`config.mk`:
```
export PLATFORM = sky130hd
export DESIGN_NAME = demux1an_rr_param_flat
export DESIGN_NICKNAME = d
export VERILOG_FILES = /design/src/rtl/phy_pkg.sv /design/src/rtl/demux1an_rr_param_if.sv /design/src/rtl/demux_lane_reg.sv /design/src/rtl/demux1an_rr_param.sv /design/src/flat_wrapper.sv
export SDC_FILE = /design/constraint.sdc
export NUM_CORES = 1
export LEC_CHECK = 0
export BUFFER_PORTS_ARGS = -buffer_cell sky130_fd_sc_hd__buf_4
export CORE_AREA = 10 10 47 49
export DETAILED_ROUTE_END_ITERATION = 10
export DIE_AREA = 0 0 57 59
export PLACE_DENSITY = 0.69
export SETUP_SLACK_MARGIN = 0.5
export SYNTH_ARGS = -nofsm -noshare
export SYNTH_HDL_FRONTEND = slang
export SYNTH_SLANG_ARGS = --single-unit
```
`constraint.sdc`:
```
create_clock -name clk_4f -period 2.8 [get_ports clk_4f]
set_input_delay 0.7 -clock clk_4f [delete_from_list [all_inputs] [get_ports clk_4f]]
set_output_delay 0.7 -clock clk_4f [all_outputs]
set_load 0.01 [all_outputs]
```
`src/rtl/phy_pkg.sv`:
```
// ---------------------------------------------------------------------------
// phy_pkg
// Definitions shared by the PHY receive-path blocks:
//   - clog2 / ptr_width : index-width helpers usable in parameter expressions
//   - VALID_PULSE / VALID_HOLD : lane-valid behaviour selectors
//   - PHY_DATA_W : default PHY data word width
// ---------------------------------------------------------------------------
package phy_pkg;

   localparam int VALID_PULSE = 0;
   localparam int VALID_HOLD  = 1;
   localparam int PHY_DATA_W  = 4;

   // Ceiling log2; returns 0 for values of 0 or 1.
   function automatic int clog2(input int value);
      int res;
      res = 0;
      for (int i = 0; i < 31; i++) begin
         if ((1 << i) < value) res = i + 1;
      end
      return res;
   endfunction

   // Lane pointer width. Never narrower than one bit, so that a single-lane
   // build still has a legal pointer vector.
   function automatic int ptr_width(input int lanes);
      return (lanes > 1) ? clog2(lanes) : 1;
   endfunction

endpackage

```
`src/rtl/demux1an_rr_param_if.sv`:
```
// ---------------------------------------------------------------------------
// demux1an_rr_param_if
// Bus bundle for the round-robin receive demux.
//   valid_in   : data_in carries a valid word this cycle
//   data_in    : input word (WIDTH bits)
//   align_in   : frame start, forces the lane pointer back to lane 0
//   data_out   : LANES*WIDTH bits, lane i in [i*WIDTH +: WIDTH]
//   valid_out  : per-lane valid
//   lane_ptr   : lane that the next valid word will be written to
//   frame_done : one-cycle pulse after a word was written to the last lane
// Modports: master drives the inputs (upstream / bench side), slave is the
// demux side.
// ---------------------------------------------------------------------------
interface demux1an_rr_param_if
   import phy_pkg::*;
#(
   parameter int WIDTH = PHY_DATA_W,
   parameter int LANES = 2,
   parameter int PTR_W = ptr_width(LANES)
);

   logic                   valid_in;
   logic [WIDTH-1:0]       data_in;
   logic                   align_in;
   logic [LANES*WIDTH-1:0] data_out;
   logic [LANES-1:0]       valid_out;
   logic [PTR_W-1:0]       lane_ptr;
   logic                   frame_done;

   modport master (
      output valid_in, data_in, align_in,
      input  data_out, valid_out, lane_ptr, frame_done
   );

   modport slave (
      input  valid_in, data_in, align_in,
      output data_out, valid_out, lane_ptr, frame_done
   );

endinterface

```
`src/rtl/demux_lane_reg.sv`:
```
// ---------------------------------------------------------------------------
// demux_lane_reg
// One output lane of the round-robin demux: a WIDTH-bit data register and
// its valid flag.
//   clk_4f     : clock, rising edge
//   reset_L    : synchronous active-low reset (clears data and valid)
//   we         : this lane is the write target this cycle
//   clr_vld    : drop a held valid flag (frame alignment), hold mode only
//   pulse_mode : 1 = valid is a one-cycle pulse per write, 0 = valid holds
//   d          : word to capture
//   q / vld    : registered lane data and valid
// ---------------------------------------------------------------------------
module demux_lane_reg #(
   parameter int WIDTH = 4
) (
   input  logic             clk_4f,
   input  logic             reset_L,
   input  logic             we,
   input  logic             clr_vld,
   input  logic             pulse_mode,
   input  logic [WIDTH-1:0] d,
   output logic [WIDTH-1:0] q,
   output logic             vld
);

   // Lane register stage: data only changes on its own write.
   always_ff @(posedge clk_4f) begin
      if (!reset_L) begin
         q   <= '0;
         vld <= 1'b0;
      end else begin
         if (we) q <= d;
         // A write on the same cycle as an align wins over the clear.
         if (pulse_mode)   vld <= we;
         else if (we)      vld <= 1'b1;
         else if (clr_vld) vld <= 1'b0;
      end
   end

endmodule

```
`src/rtl/demux1an_rr_param.sv`:
```
// ---------------------------------------------------------------------------
// demux1an_rr_param
// Round-robin 1-to-LANES demultiplexer for the PHY receive path. Every valid
// input word goes to the current lane, then the lane pointer advances and
// wraps. align_in restarts the frame at lane 0. All outputs are registered,
// one cycle of latency, no backpressure.
//   clk_4f  : clock, rising edge
//   reset_L : synchronous active-low reset
//   bus     : demux1an_rr_param_if.slave (valid_in, data_in, align_in in;
//             data_out, valid_out, lane_ptr, frame_done out)
// Parameters: WIDTH word width, LANES lane count, HOLD_VALID lane-valid mode
// (VALID_HOLD / VALID_PULSE).
// ---------------------------------------------------------------------------
module demux1an_rr_param
   import phy_pkg::*;
#(
   parameter int WIDTH      = PHY_DATA_W,
   parameter int LANES      = 2,
   parameter int HOLD_VALID = VALID_HOLD
) (
   input  logic                 clk_4f,
   input  logic                 reset_L,
   demux1an_rr_param_if.slave   bus
);

   localparam int               PTR_W     = ptr_width(LANES);
   localparam logic [PTR_W-1:0] LAST_LANE = PTR_W'(LANES - 1);
   localparam logic             PULSE     = (HOLD_VALID == VALID_PULSE);

   logic [PTR_W-1:0]       ptr_p1;
   logic                   frame_done_p1;
   logic [PTR_W-1:0]       tgt_p0;
   logic                   tgt_last_p0;
   logic [LANES-1:0]       we_p0;
   logic [LANES*WIDTH-1:0] data_p1;
   logic [LANES-1:0]       vld_p1;

   // Input decode: align redirects this cycle's word to lane 0.
   assign tgt_p0      = bus.align_in ? '0 : ptr_p1;
   assign tgt_last_p0 = (tgt_p0 == LAST_LANE);

   always_comb begin
      we_p0 = '0;
      for (int i = 0; i < LANES; i++) begin
         we_p0[i] = bus.valid_in && (tgt_p0 == PTR_W'(i));
      end
   end

   // Register stage: pointer, frame pulse and lane registers.
   always_ff @(posedge clk_4f) begin
      if (!reset_L) begin
         ptr_p1        <= '0;
         frame_done_p1 <= 1'b0;
      end else begin
         frame_done_p1 <= bus.valid_in && tgt_last_p0;
         if (bus.valid_in)
            ptr_p1 <= tgt_last_p0 ? '0 : tgt_p0 + PTR_W'(1);
         else if (bus.align_in)
            ptr_p1 <= '0;
      end
   end

   for (genvar g = 0; g < LANES; g++) begin : g_lane
      demux_lane_reg #(
         .WIDTH (WIDTH)
      ) u_lane (
         .clk_4f     (clk_4f),
         .reset_L    (reset_L),
         .we         (we_p0[g]),
         .clr_vld    (bus.align_in),
         .pulse_mode (PULSE),
         .d          (bus.data_in),
         .q          (data_p1[g*WIDTH +: WIDTH]),
         .vld        (vld_p1[g])
      );
   end

   assign bus.data_out   = data_p1;
   assign bus.valid_out  = vld_p1;
   assign bus.lane_ptr   = ptr_p1;
   assign bus.frame_done = frame_done_p1;

endmodule

```
`src/flat_wrapper.sv`:
```
// flat-port wrapper written by rule: the top's interface ports become plain ports
module demux1an_rr_param_flat import phy_pkg::*;
#(
   parameter int WIDTH      = PHY_DATA_W,
   parameter int LANES      = 2,
   parameter int HOLD_VALID = VALID_HOLD
)
  (clk_4f, reset_L, bus_valid_in, bus_data_in, bus_align_in, bus_data_out, bus_valid_out, bus_lane_ptr, bus_frame_done);
  demux1an_rr_param_if #(.WIDTH(WIDTH), .LANES(LANES)) bus_i ();
  input  logic clk_4f;
  input  logic reset_L;
  input wire logic [$bits(bus_i.valid_in)-1:0] bus_valid_in;
  input wire logic [$bits(bus_i.data_in)-1:0] bus_data_in;
  input wire logic [$bits(bus_i.align_in)-1:0] bus_align_in;
  output wire logic [$bits(bus_i.data_out)-1:0] bus_data_out;
  output wire logic [$bits(bus_i.valid_out)-1:0] bus_valid_out;
  output wire logic [$bits(bus_i.lane_ptr)-1:0] bus_lane_ptr;
  output wire logic [$bits(bus_i.frame_done)-1:0] bus_frame_done;
  assign bus_i.valid_in = bus_valid_in;
  assign bus_i.data_in = bus_data_in;
  assign bus_i.align_in = bus_align_in;
  assign bus_data_out = bus_i.data_out;
  assign bus_valid_out = bus_i.valid_out;
  assign bus_lane_ptr = bus_i.lane_ptr;
  assign bus_frame_done = bus_i.frame_done;
  demux1an_rr_param #(.WIDTH(WIDTH), .LANES(LANES), .HOLD_VALID(HOLD_VALID)) u_core (.clk_4f(clk_4f), .reset_L(reset_L), .bus(bus_i));
endmodule
```
# Word-level counts from Yosys, hierarchy flattened
# Index checks and enable logic that the tools add are counted.
# Widths: inputs -> output; s select.
# word_totals
reg_bits	12
inputBits	8
out_inout_bits	12
wordCells	18
# classes
n_addsub	1
muxes	6
bitwise_logic	1
n_reduce_logical	4
# op_table
op	count
$mux 1	6
$reduce_bool 2->1	2
$logic_and 1x1->1	2
$add 1x1->1 const B	1
$not 1->1	1

# Depth between registers and ports, before layout
# Gate-level depths: netlist of the first run.
# logic_depth
word_depth	4
depth_mapped	6
ltp_nobuf	5

# Cells and area by module
# A second synthesis of the first run with hierarchy kept.
# hier_totals
hier_cells	41
hier_area_um2	476.7
# modules_own_cells
mod	instances	cells_per_inst	area_per_inst_um2
demux_lane_reg	2	16	191.4
demux1an_rr_param	1	9	93.8

# Worst setup path before layout of the first run
# Ideal clock, no wire load.
# synth_path
kind	in2reg
from	in bus_align_in
to	reg u_core.g_lane[1].u_lane.q[0]
arrival_time_ps	1362
required_time_ps	2684
setup_slack_ps	1322
stages	6
cell_sequence	nand2b_1 inv_1 ha_1 buf_6 mux2i_1 nor2b_1
# synth_via
elab_chain_len	2
# synth_lines
item	line	text
start: declaration	flat_wrapper.sv:14	input wire logic [$bits(bus_i.align_in)-1:0] bus_align_in;
$mux 1	n/a	
$logic_and 1x1->1	demux1an_rr_param.sv:45	we_p0[i] = bus.valid_in && (tgt_p0 == PTR_W'(i));
net u_core.g_lane[1].u_lane.we	demux_lane_reg.sv:18	input logic we,
end signal: assignment	demux_lane_reg.sv:29	q <= '0;
end signal: assignment	demux_lane_reg.sv:32	if (we) q <= d;
end: declaration	demux_lane_reg.sv:22	output logic [WIDTH-1:0] q,
# The timed path passes the listed nets, and every way through them passes these cells.
# A chain may end at the register's enable or synchronous reset.

# Worst setup path after layout of the first run
# layout_path
from	in bus_align_in
to	reg u_core.g_lane[1].u_lane.q[1]
# Same word-level chain as after synthesis.

==> impl_metrics.toml, run 1 <==
[sta]
clock.fmax_ghz = 0.680
min_period_ns = 1.47
worst_pin_slew_ns = 0.311
timing.setup.tns_ns = 0
timing.final.ws_setup_ns = 1.33
final-hold-violation-count = 0
holdWs_ns = 0.526
rsz0062_at_grt = "no"
worst_slew_margin_rel = 0.793
finalClockSkew_ns = 0.00113
finalSetupViolCount = 0
slew_viol_final = 0
fin_crit_sh = 0.526

[cells_and_area]
nets = 72
final_common_cell = "buf_4"
final_cells = 77
layout-drive-gt1-share = 0.393
diodes = 0
seq_area_sq_um = 240
design_area_sq_um = 646
multi_input_area_sq_um = 203
final_cell_mix = "19 x buf_4, 12 x dfxtp_1, 11 x nor2b_1"
fillers = 149
area.growth.synth_to_final_pct = 32.0
fin_util = 0.461

[critical_path]
end_kind = "flip-flop"
path_cells = "buf_4 > nand2b_1 > inv_1 > ha_1 > mux2i_1 > nor2b_1"
crit_buf_inv = 2
crit_slowest_cell = "ha_1"
cp.arrival_ns = 1.63
criticalPathCategory = "input port to flip-flop"
critPathMaxStageDelay_ns = 0.31
cp_top_family = "adder cells"
critical_path.startpoint_type = "input port"
cp.required_ns = 2.96
cp_max_fo = 6

[logic_synthesis]
syn-cell-area_sq_um = 489
ys_warn_count = 0
netlist-cell-type-count = 11
synth_area_leaders = "dfxtp_1 49%, mux2i_1 16%, nor2b_1 14%, ha_1 5.1%, buf_6 4.6%"
avgSynthCellArea_sq_um = 11.4
synth_largest_area_cell = "dfxtp_1"
syn_nets = 53
syn_inst = 43
synth_top_area_share = 0.491
synth.yosys.seq_area_share = 0.491
yosys_register_bits = 12

[pwr]
power_mw = 0.363
switching_power_mw = 0.0783
p_clk_frac = 0.369
intPower_mw = 0.285
swShare = 0.216
p_leak_nw = 0.298
power_density_nw_per_um2 = 562
ir_worst_vdd_v = 0.000291
comb_power_share = 0.128
seqPwrFrac = 0.503

[outcome]
status = "complete, no violations"

[global_routing]
grt_overflow = 0
antenna_found_initial = 0
grt_pass1_vias = 370
grt_pass1_wl_microns = 1720
grt_max_degree = 13
grt.total_usage = 0.0668

[cts]
cts_buffers = 3
root_buffer = "clkbuf_4"
cts_resized = 0
cts_sinks = 12
cts_setup_buffers = 0
hold_buffers = 0
clk_pin_slew_worst_paths_ns = 0.07
cts_tree = "built"
htreeDepth = 1
clockBufferDepth = 2
insertion_delay_ns = 0.27

[place]
hpwlAfterDp_microns = 784
post-place-ws_ns = 1.04
place_congestion = 0.600
port_buffers = 19
place_area_sq_um = 609
place_inst = 73

[hold_path]
hold_path_class = "flip-flop to flip-flop"

[routing]
first_pass_iters = 3
drcViolationCount = 0
dr.first_iter.drc_count = 4
vias_per_cell = 4.42
drt_wl_total_microns = 1010
wl_per_cell_microns = 13.2
antenna_left = 0
vias = 340

[floorplanning]
core_area_sq_um = 1400
rows = 14
dieArea_sq_um = 3360
start_util = 0.349
chipHeight_microns = 59
ios = 20
die_x_microns = 57

[flow_run]
maxCapViolCount = 0
## kinds of logic after synthesis
logic type	after synthesis	synth area share
muxes	8	0.164
buffers and inverters	6	0.0946
and+or+nand+nor	13	0.169
DFF	12	0.491
AOI/OAI and AO/OA	2	0.0307
adders and majority gates	2	0.0511
## worst reg2reg max path, stage by stage (launching register included)
cell      delay [ns]
dfxtp_1         0.33
nand2b_1        0.07
inv_1           0.06
ha_1            0.31
mux2i_1         0.22
nor2b_1         0.07
## cell type report
| type | count | area share |
|---|---|---|
| clock buffers | 4 | 0.0562 |
| inverters | 1 | 0.00581 |
| multi-input cells | 25 | 0.314 |
| flip-flops and latches | 12 | 0.372 |
| well taps | 16 | 0.0310 |
| repair buffers | 19 | 0.221 |
## sequential cells by signal (all words and copies together) (netlist names)
register	count
u_core.g_lane.u_lane.q	8
u_core.bus.lane_ptr	1
u_core.bus.frame_done	1
u_core.g_lane.u_lane.vld	2
## Yosys cell counts
master,number
and2_2,1
buf_2,1
buf_4,2
buf_6,2
dfxtp_1,12
ha_1,2
inv_1,1
mux2i_1,8
nand2b_1,1
nor2b_1,11
o21a_1,2
## power groups by stage
stage | clock (mW) | combinational, mW | sequential, mW
floorplan | 0 | 0.0244 | 0.189
global placement | 0 | 0.0469 | 0.186
detailed placement | 0 | 0.0475 | 0.187
CTS | 0.140 | 0.0476 | 0.183
global route | 0.149 | 0.0523 | 0.184
finish | 0.134 | 0.0466 | 0.182
## routing by layer
| layer | global-route usage | wire (microns) | vias to the layer above |
|---|---|---|---|
| li1 | - | - | 171 |
| met1 | 0.0673 | 426 | 151 |
| met2 | 0.0930 | 449 | 14 |
| met3 | 0.0558 | 118 | 4 |
| met4 | 0.0403 | 19 | 0 |
| met5 | 0 | 0 | - |
## final timing paths
| check | start | cells past startpoint | end | slack [ns] |
|---|---|---|---|---|
| worst max-delay path | bus_align_in | 6 | u_core.g_lane[1].u_lane.q[1] | 1.33 |
| worst min-delay path | u_core.g_lane[0].u_lane.q[1] | 2 | u_core.g_lane[0].u_lane.q[1] | 0.53 |
| worst max register to register | u_core.bus.lane_ptr | 5 | u_core.g_lane[1].u_lane.q[1] | 1.62 |
| worst min register to register | u_core.g_lane[0].u_lane.q[1] | 2 | u_core.g_lane[0].u_lane.q[1] | 0.53 |
Note: power is estimated with default switching activity, not from simulation.
==> run 2: changes to the inputs <==
==> constraint.sdc (replaced) <==
create_clock -name clk_4f -period 1.4 [get_ports clk_4f]
set_input_delay 0.35 -clock clk_4f [delete_from_list [all_inputs] [get_ports clk_4f]]
set_output_delay 0.35 -clock clk_4f [all_outputs]
set_load 0.01 [all_outputs]
==> impl_metrics.toml, run 2 (synthesis gave the netlist of run 1 again) <==
[outcome]
status = "complete, no violations"

[routing]
drt_wl_total_microns = 951
wl_per_cell_microns = 12.4
vias_per_cell = 4.31
antenna_left = 0
first_pass_iters = 2
vias = 332
dr.first_iter.drc_count = 1
drcViolationCount = 0

[hold_path]
hold_path_class = "input port to flip-flop"

[critical_path]
end_kind = "output port"
critical_path.startpoint_type = "flip-flop"
crit_buf_inv = 1
cp.required_ns = 1.05
critPathMaxStageDelay_ns = 0.36
cp_top_family = "flip-flops"
criticalPathCategory = "flip-flop to output port"
cp_max_fo = 2
r2r_setup_slack_ns = 0.36
path_cells = "buf_6"
cp.arrival_ns = 0.73
crit_slowest_cell = "dfxtp_2"

[cells_and_area]
fillers = 131
layout-drive-gt1-share = 0.656
largest_reg_flops = 8
fin_util = 0.528
final_cell_mix = "12 x buf_6, 12 x dfxtp_2, 11 x nor2b_1"
area.growth.synth_to_final_pct = 51.2
largest-register = "u_core.g_lane.u_lane.q"
design_area_sq_um = 739
reg_top3 = "u_core.g_lane.u_lane.q: 8 flops, u_core.g_lane.u_lane.vld: 2 flops"
final_cells = 77
diodes = 0
nets = 72

[floorplanning]
start_util = 0.349
core_area_sq_um = 1400
chipHeight_microns = 59
rows = 14
ios = 20
dieArea_sq_um = 3360
die_x_microns = 57

[cts]
insertion_delay_ns = 0.26
clockBufferDepth = 2
cts_sinks = 12
cts_tree = "built"
cts_buffers = 3
htreeDepth = 1
root_buffer = "clkbuf_4"
hold_buffers = 0
clk_pin_slew_worst_paths_ns = 0.07

[pwr]
switching_power_mw = 0.160
power_density_nw_per_um2 = 1010
swShare = 0.214
intPower_mw = 0.588
p_leak_nw = 0.317
comb_power_share = 0.149
p_clk_frac = 0.354
ir_worst_vdd_v = 0.000510
seqPwrFrac = 0.498

[sta]
worst_slew_margin_rel = 0.913
fin_crit_sh = 0.773
rsz0062_at_grt = "yes"
finalClockSkew_ns = 0.00215
slew_viol_final = 0
timing.setup.tns_ns = 0
worst_pin_slew_ns = 0.127
finalSetupViolCount = 0
min_period_ns = 1.08
final-hold-violation-count = 0
clock.fmax_ghz = 0.924
holdWs_ns = 0.350

[global_routing]
grt_pass1_vias = 348
grt_overflow = 0
grt_pass1_wl_microns = 1640
antenna_found_initial = 0
grt_max_degree = 13
grt.total_usage = 0.0613

[place]
hpwlAfterDp_microns = 728
place_inst = 73
place_congestion = 0.647
place_area_sq_um = 629
port_buffers = 19

[flow_run]
maxCapViolCount = 0
## run 2: cell count changes in the layout (fill, tap and decap cells not counted)
| cell | delta |
|---|---|
| nand2b_4 | +1 |
| and2_2 | -1 |
| and2_4 | +1 |
| buf_4 | -12 |
| nand2b_1 | -1 |
| dfxtp_2 | +12 |
| ha_4 | +2 |
| inv_2 | +1 |
| inv_1 | -1 |
| buf_6 | +12 |
| ha_1 | -2 |
| dfxtp_1 | -12 |
## run 2: layout make-up
cell class                 count  area, sq um  share of cell area
sequential                    12          255               0.345
inverter                       1         3.75             0.00508
timing repair buffer          19          188               0.254
clock buffer                   4         36.3              0.0491
tap                           16         20.0              0.0271
multi-input combinational     25          236               0.320
## run 2: what timing repair did
action | 4_1_cts | 5_1_grt
pin swaps | 3 | 0
gates resized for setup | 26 | 1
endpoints found under the setup margin | 23 | 23
buffers inserted | 0 | 0
## run 2: per-layer routing
metal	GRT usage	wire length (microns)
met5	0	0
met3	0.0429	130
met1	0.0761	413
met4	0.0302	0
met2	0.0760	406
## run 2: through the flow
step | worst slack, ns | power (mW)
after CTS | 0.295 | 0.768
after floorplan | 0.306 | 0.432
after global placement | 0.142 | 0.473
final | 0.318 | 0.748
after detailed placement | 0.132 | 0.473
after global routing | 0.279 | 0.792
## run 2: final timing paths
| check | start | end | cells past startpoint |
|---|---|---|---|
| max | u_core.bus.lane_ptr | bus_lane_ptr | 1 |
| min | bus_data_in[1] | u_core.g_lane[0].u_lane.q[1] | 3 |
| max reg2reg | u_core.bus.lane_ptr | u_core.g_lane[1].u_lane.q[1] | 5 |
| min reg2reg | u_core.g_lane[1].u_lane.q[3] | u_core.g_lane[1].u_lane.q[3] | 2 |
## run 2: power by group through the flow
| stage | Clock, mW | Combinational (mW) | Sequential (mW) |
|---|---|---|---|
| 6_report | 0.264 | 0.111 | 0.372 |
| 5_1_grt | 0.294 | 0.124 | 0.374 |
| 4_1_cts | 0.282 | 0.114 | 0.372 |
| 3_5_place_dp | 0 | 0.0992 | 0.374 |
| 3_3_place_gp | 0 | 0.0983 | 0.374 |
| 2_1_floorplan | 0 | 0.0521 | 0.379 |
